**src/rtl/sms_power_sched.sv**
```systemverilog
// rtl/sms_power_sched.sv - shared-multiplier GF(2^6) power map x^EXP for two requesters
// Left-to-right square-and-multiply, one field operation per cycle, round-robin front end.
module sms_power_sched #(
    parameter int EXP = 20
) (
    input  logic       clk,
    input  logic       rst_n,
    input  logic       in0_valid,
    input  logic [5:0] in0_data,
    output logic       in0_ready,
    input  logic       in1_valid,
    input  logic [5:0] in1_data,
    output logic       in1_ready,
    output logic       out_valid,
    output logic [5:0] out_data,
    output logic       out_id,
    input  logic       out_ready,
    output logic       busy
);

    generate
        if (EXP < 1 || EXP > 62) begin : g_exp_range
            $error("sms_power_sched: EXP must lie in 1..62");
        end
    endgenerate

    localparam logic [7:0] EXP_BITS = 8'(EXP);

    typedef enum logic [1:0] {
        S_IDLE,
        S_SQR,
        S_MUL,
        S_DONE
    } state_t;

    // Product modulo z^6 + z + 1; the reduction folds z^k into z^(k-5) + z^(k-6).
    function automatic logic [5:0] gf_mul(input logic [5:0] a, input logic [5:0] b);
        logic [10:0] p;
        p = '0;
        for (int i = 0; i < 6; i++) begin
            if (b[i]) begin
                p = p ^ (11'(a) << i);
            end
        end
        for (int k = 10; k >= 6; k--) begin
            if (p[k]) begin
                p = p ^ (11'h043 << (k - 6));
            end
        end
        return p[5:0];
    endfunction

    state_t     state_q, state_d;
    logic [5:0] base_q, base_d;
    logic [5:0] acc_q, acc_d;
    logic [2:0] bidx_q, bidx_d;
    logic       id_q, id_d;
    logic       rr_q, rr_d;
    logic       out_valid_q, out_valid_d;
    logic [5:0] out_data_q, out_data_d;
    logic       out_id_q, out_id_d;

    logic       grant;
    logic       grant_vld;
    logic [5:0] grant_data;
    logic [5:0] mul_b;
    logic [5:0] mul_p;

    always_comb begin
        grant     = 1'b0;
        grant_vld = 1'b0;
        if (state_q == S_IDLE) begin
            if (in0_valid && in1_valid) begin
                grant     = rr_q;
                grant_vld = 1'b1;
            end else if (in0_valid) begin
                grant     = 1'b0;
                grant_vld = 1'b1;
            end else if (in1_valid) begin
                grant     = 1'b1;
                grant_vld = 1'b1;
            end
        end
        grant_data = grant ? in1_data : in0_data;
    end

    assign in0_ready = grant_vld && !grant;
    assign in1_ready = grant_vld && grant;

    // Squaring and base multiplication share the one multiplier.
    assign mul_b = (state_q == S_MUL) ? base_q : acc_q;
    assign mul_p = gf_mul(acc_q, mul_b);

    always_comb begin
        state_d     = state_q;
        base_d      = base_q;
        acc_d       = acc_q;
        bidx_d      = bidx_q;
        id_d        = id_q;
        rr_d        = rr_q;
        out_valid_d = out_valid_q;
        out_data_d  = out_data_q;
        out_id_d    = out_id_q;
        case (state_q)
            S_IDLE: begin
                if (grant_vld) begin
                    base_d  = grant_data;
                    acc_d   = 6'd1;
                    bidx_d  = 3'd5;
                    id_d    = grant;
                    rr_d    = ~grant;
                    state_d = S_SQR;
                end
            end
            S_SQR: begin
                acc_d = mul_p;
                if (EXP_BITS[bidx_q]) begin
                    state_d = S_MUL;
                end else if (bidx_q == 3'd0) begin
                    state_d     = S_DONE;
                    out_valid_d = 1'b1;
                    out_data_d  = mul_p;
                    out_id_d    = id_q;
                end else begin
                    bidx_d = bidx_q - 3'd1;
                end
            end
            S_MUL: begin
                acc_d = mul_p;
                if (bidx_q == 3'd0) begin
                    state_d     = S_DONE;
                    out_valid_d = 1'b1;
                    out_data_d  = mul_p;
                    out_id_d    = id_q;
                end else begin
                    bidx_d  = bidx_q - 3'd1;
                    state_d = S_SQR;
                end
            end
            S_DONE: begin
                if (out_ready) begin
                    out_valid_d = 1'b0;
                    state_d     = S_IDLE;
                end
            end
            default: begin
                state_d = S_IDLE;
            end
        endcase
    end

    always_ff @(posedge clk or negedge rst_n) begin
        if (!rst_n) begin
            state_q     <= S_IDLE;
            base_q      <= '0;
            acc_q       <= '0;
            bidx_q      <= '0;
            id_q        <= 1'b0;
            rr_q        <= 1'b0;
            out_valid_q <= 1'b0;
            out_data_q  <= '0;
            out_id_q    <= 1'b0;
        end else begin
            state_q     <= state_d;
            base_q      <= base_d;
            acc_q       <= acc_d;
            bidx_q      <= bidx_d;
            id_q        <= id_d;
            rr_q        <= rr_d;
            out_valid_q <= out_valid_d;
            out_data_q  <= out_data_d;
            out_id_q    <= out_id_d;
        end
    end

    assign out_valid = out_valid_q;
    assign out_data  = out_data_q;
    assign out_id    = out_id_q;
    assign busy      = (state_q != S_IDLE);

endmodule

```
**config.mk**
```make
export PLATFORM = sky130hd
export DESIGN_NAME = sms_power_sched
export DESIGN_NICKNAME = d
export VERILOG_FILES = /design/src/rtl/sms_power_sched.sv
export SDC_FILE = /design/constraint.sdc
export NUM_CORES = 1
export LEC_CHECK = 0
export CORE_ASPECT_RATIO = 0.6
export CORE_UTILIZATION = 45
export DETAILED_ROUTE_END_ITERATION = 12
export PLACE_DENSITY = 0.67
export SLEW_MARGIN = 30
export SYNTH_ARGS = -nofsm -noshare
export SYNTH_HDL_FRONTEND = slang
export SYNTH_SLANG_ARGS = --single-unit
```
**constraint.sdc**
```tcl
create_clock -name clk -period 5.4 [get_ports clk]
set_clock_uncertainty 0.1 [all_clocks]
set_input_delay 1.08 -clock clk [delete_from_list [all_inputs] [get_ports clk]]
set_output_delay 1.08 -clock clk [all_outputs]
set_load 0.01 [all_outputs]
```
==> Implementation_results.wiki <==
{| class="wikitable"
! Metric !! Value
|-
| Run status || complete, no violations
|-
| Startpoint class of the critical path || input port
|-
| Max Cap Violations || 0
|-
| Vias in the first global route || 1555
|-
| NumNets Final || 294
|-
| Final number of max-transition violations || 0
|-
| Master cell of the clock root buffer || clkbuf_8
|-
| Floorplan row count || 18
|-
| Placed standard-cell area || 2350 sq um
|-
| Maximum clock path buffer count || 2
|-
| Global-route track usage on met2 || 31.9%
|-
| Sequential fraction of the synthesis area || 32.1%
|-
| Share of the cycle needed by the critical path after routing || 74.9%
|-
| Met1 GRT Util || 26.5%
|-
| Total track usage || 19.2%
|-
| Critical path peak fanout || 8
|-
| Initial standard-cell utilization of the core || 49.0%
|-
| Switching power || 670 uW
|-
| Classification of the worst setup path || in -> out
|-
| Maximum number of pins on one net before global-route repair || 28
|-
| Total of cells resized after clock tree synthesis || 0
|-
| Violation count after the first detailed-route iteration || 111
|-
| Clock Sinks || 27
|-
| Gate count after technology mapping || 252
|-
| Cell with the most instances after synthesis || nand2_1
|-
| Number of antenna violations at the first check in global routing || 0
|-
| Commonest cells in the synthesized netlist || 59 x nand2_1, 27 x dfrtp_1, 19 x o21ai_0, 19 x xnor2_1, 13 x a21oi_1
|-
| Via count || 1719
|-
| Placeable core region || 4300 sq um
|-
| Flops & latches, synth || 27
|-
| GRT met3 Usage || 4.64%
|-
| Port-buffer cells || 27
|-
| Final Instance Count excl. Fillers || 327
|-
| # IOs || 28
|-
| Busiest layer in global routing || met2
|-
| Net count of the mapped netlist || 278
|-
| Number of hold-slack violations in the final timing report || 0
|-
| Proportion of power drawn by flip-flops and latches || 31.5%
|-
| Vias per Instance || 5.26
|-
| Mean instance size in the synthesized netlist || 8.36 sq um
|-
| Dominant synthesized flop cell || dfrtp_1
|-
| Total half-perimeter wirelength after legalization and detailed placement || 3150 um
|-
| Routed wire length || 4240 um
|-
| Relative contribution of combinational cells to total power || 60.1%
|-
| Critical path arrival || 2.86 ns
|-
| DP Worst Slack || 1.34 ns
|-
| Total clock buffers created by CTS || 3
|-
| PnR worst setup slack || 1.36 ns
|-
| Post-detailed-route DRC marker count || 0
|-
| Clock slew at reported path FFs || 0.10 ns
|-
| Routability congestion estimate from global placement || 0.808
|-
| Sequential cell area || 676 sq um
|-
| Leakage power of the design || 1.00 nW
|-
| Number of nets with antenna violations after detailed routing || 0
|-
| CTS tree || built
|-
| Unrepaired setup endpoints after global routing || no
|-
| Vertical die dimension || 55.0 um
|-
| Final setup vio count || 0
|-
| Critical Path End Type || output port
|-
| Iteration count of the initial detailed-routing pass || 4
|-
| Minimum clock period after layout || 4.04 ns
|-
| Number of antenna diodes || 0
|-
| Number of hold buffers added after cts || 0
|-
| Distinct cell type count of the synthesized netlist || 45
|-
| Asr flop ratio synth || 100%
|-
| Clock network fraction of design power || 8.4%
|-
| Area delta synth->final || 14.0%
|-
| Chip Width || 90.3 um
|-
| Summed instance area of the synthesized netlist || 2110 sq um
|-
| Class of the tightest hold or removal check || reg -> reg
|-
| Upper clock frequency limit || 247 MHz
|-
| Max-slew headroom at the worst pin || 43.1%
|-
| Worst skew pair latency || 0.28 ns
|-
| Post-synthesis cell type with the largest combined area || dfrtp_1
|-
| Total die area || 4970 sq um
|-
| Post-CTS setup buffers || 0
|-
| EDFF count, synth || 0
|-
| Layout filler cell count || 403
|-
| Max IR drop VDD || 0.000259 V
|-
| First-pass GRT wire length || 7390 um
|-
| Final total negative setup slack || 0 ns
|-
| Final design area excluding fillers || 2400 sq um
|-
| Layout cell share with drive strength beyond 1 || 7.12%
|-
| Switching power as a share of total power || 47.1%
|-
| Placed insts || 323
|-
| Internal cell power || 753 uW
|-
| Power density over the cells || 592 nW/um^2
|-
| Routed wire length per instance || 13.0 um
|-
| Leading cell types by total area after synthesis || dfrtp_1 32%, nand2_1 11%, xnor2_1 7.9%
|-
| Residual overflow from global routing || 0
|-
| Transition at the pin with the smallest max-transition slack || 0.854 ns
|-
| H-tree depth || 1
|-
| Data required time of the critical path || 4.22 ns
|-
| Area of combinational cells with multiple inputs || 1280 sq um
|-
| Synth top area share || 32.1%
|-
| Fin util || 55.8%
|-
| Number of warnings printed during yosys synthesis || 0
|}
-- cell families (layout without fill, tap and decap cells) --
logic type / Yosys count / count (layout) / synth area share (%)
multiplexers: 11 / 11 / 5.46
AND/OR/NAND/NOR: 89 / 89 / 18.5
XOR/XNOR: 29 / 29 / 13.1
AO/OA/AOI/OAI: 59 / 59 / 18.3
adder cells (fa/ha/maj): 9 / 9 / 5.34
flip-flops: 27 / 27 / 32.1
buffers and inverters: 28 / 43 / 7.18
-- layout make-up --
cell class,count,share of cell area (%)
well taps,60,3.13
clock buffers,3,1.72
inverters,10,1.56
clock inverters,1,0.313
repair buffers,29,11.9
multi-input cells,197,53.3
flip-flops and latches,27,28.1
-- critical path, stage by stage --
cell and delay (ns):
clkdlybuf4s50_1 0.50, inv_1 0.06, o211ai_2 0.41, inv_1 0.11, nor2_1 0.14, clkdlybuf4s50_1 0.56
-- registers in the layout (all words and copies together) (netlist names) --
register and count:
base_q 6, id_q 1, out_data 6, rr_q 1
state_q 2, out_valid 1, acc_q 6, bidx_q 3
out_id 1
-- routing by layer --
metal  part of all wire, %  wire, um
met1                    53      2250
met2                    41      1720
met3                   6.0       254
met4                  0.31        13
met5                     0         0
-- final timing paths --
path | startpoint | endpoint | slack [ns] | depth (start not counted)
worst max-delay path | in0_valid | in0_ready | 1.36 | 6
worst min-delay path | out_data[4] | out_data[4] | 0.39 | 2
worst max register to register | state_q[0] | acc_q[0] | 2.34 | 9
worst min register to register | out_data[4] | out_data[4] | 0.39 | 2
max in group asynchronous | rst_n | base_q[1] | 3.87 | 2
min in group asynchronous | rst_n | bidx_q[1] | 1.06 | 2
-- stage by stage --
stage / power, mW / hold WS, ns
5_1_grt: 1.57 / 0.412
6_report: 1.42 / 0.385
2_1_floorplan: 1.12 / 0.343
3_3_place_gp: 1.30 / 0.362
3_5_place_dp: 1.31 / 0.368
4_1_cts: 1.44 / 0.391
-- cells in the final DEF (no fill, tap or decap), drive strengths merged, types with 2 or more instances in the layout --
cell / netlist / layout
nor2b: 3 / 3
nand2: 61 / 61
mux2i: 7 / 7
clkbuf: 4 / 3
inv: 10 / 10
a21oi: 14 / 14
a21o: 2 / 2
a211oi: 2 / 2
and2: 2 / 2
mux2: 4 / 4
xnor2: 20 / 20
ha: 9 / 9
nor3: 2 / 2
a31oi: 5 / 5
xor2: 9 / 9
nand3: 6 / 6
nand2b: 4 / 4
clkdlybuf4s50: 0 / 27
nor2: 7 / 7
o21a: 3 / 3
dfrtp: 27 / 27
o21ai: 24 / 24
buf: 14 / 2
-- power groups by stage --
stage | logic [mW] | clock network (mW) | registers (mW)
6_report | 0.855 | 0.120 | 0.448
2_1_floorplan | 0.762 | 0 | 0.361
3_5_place_dp | 0.859 | 0 | 0.453
4_1_cts | 0.862 | 0.124 | 0.449
5_1_grt | 0.966 | 0.135 | 0.470
3_3_place_gp | 0.847 | 0 | 0.450
Note: power is estimated with default switching activity, not from simulation.
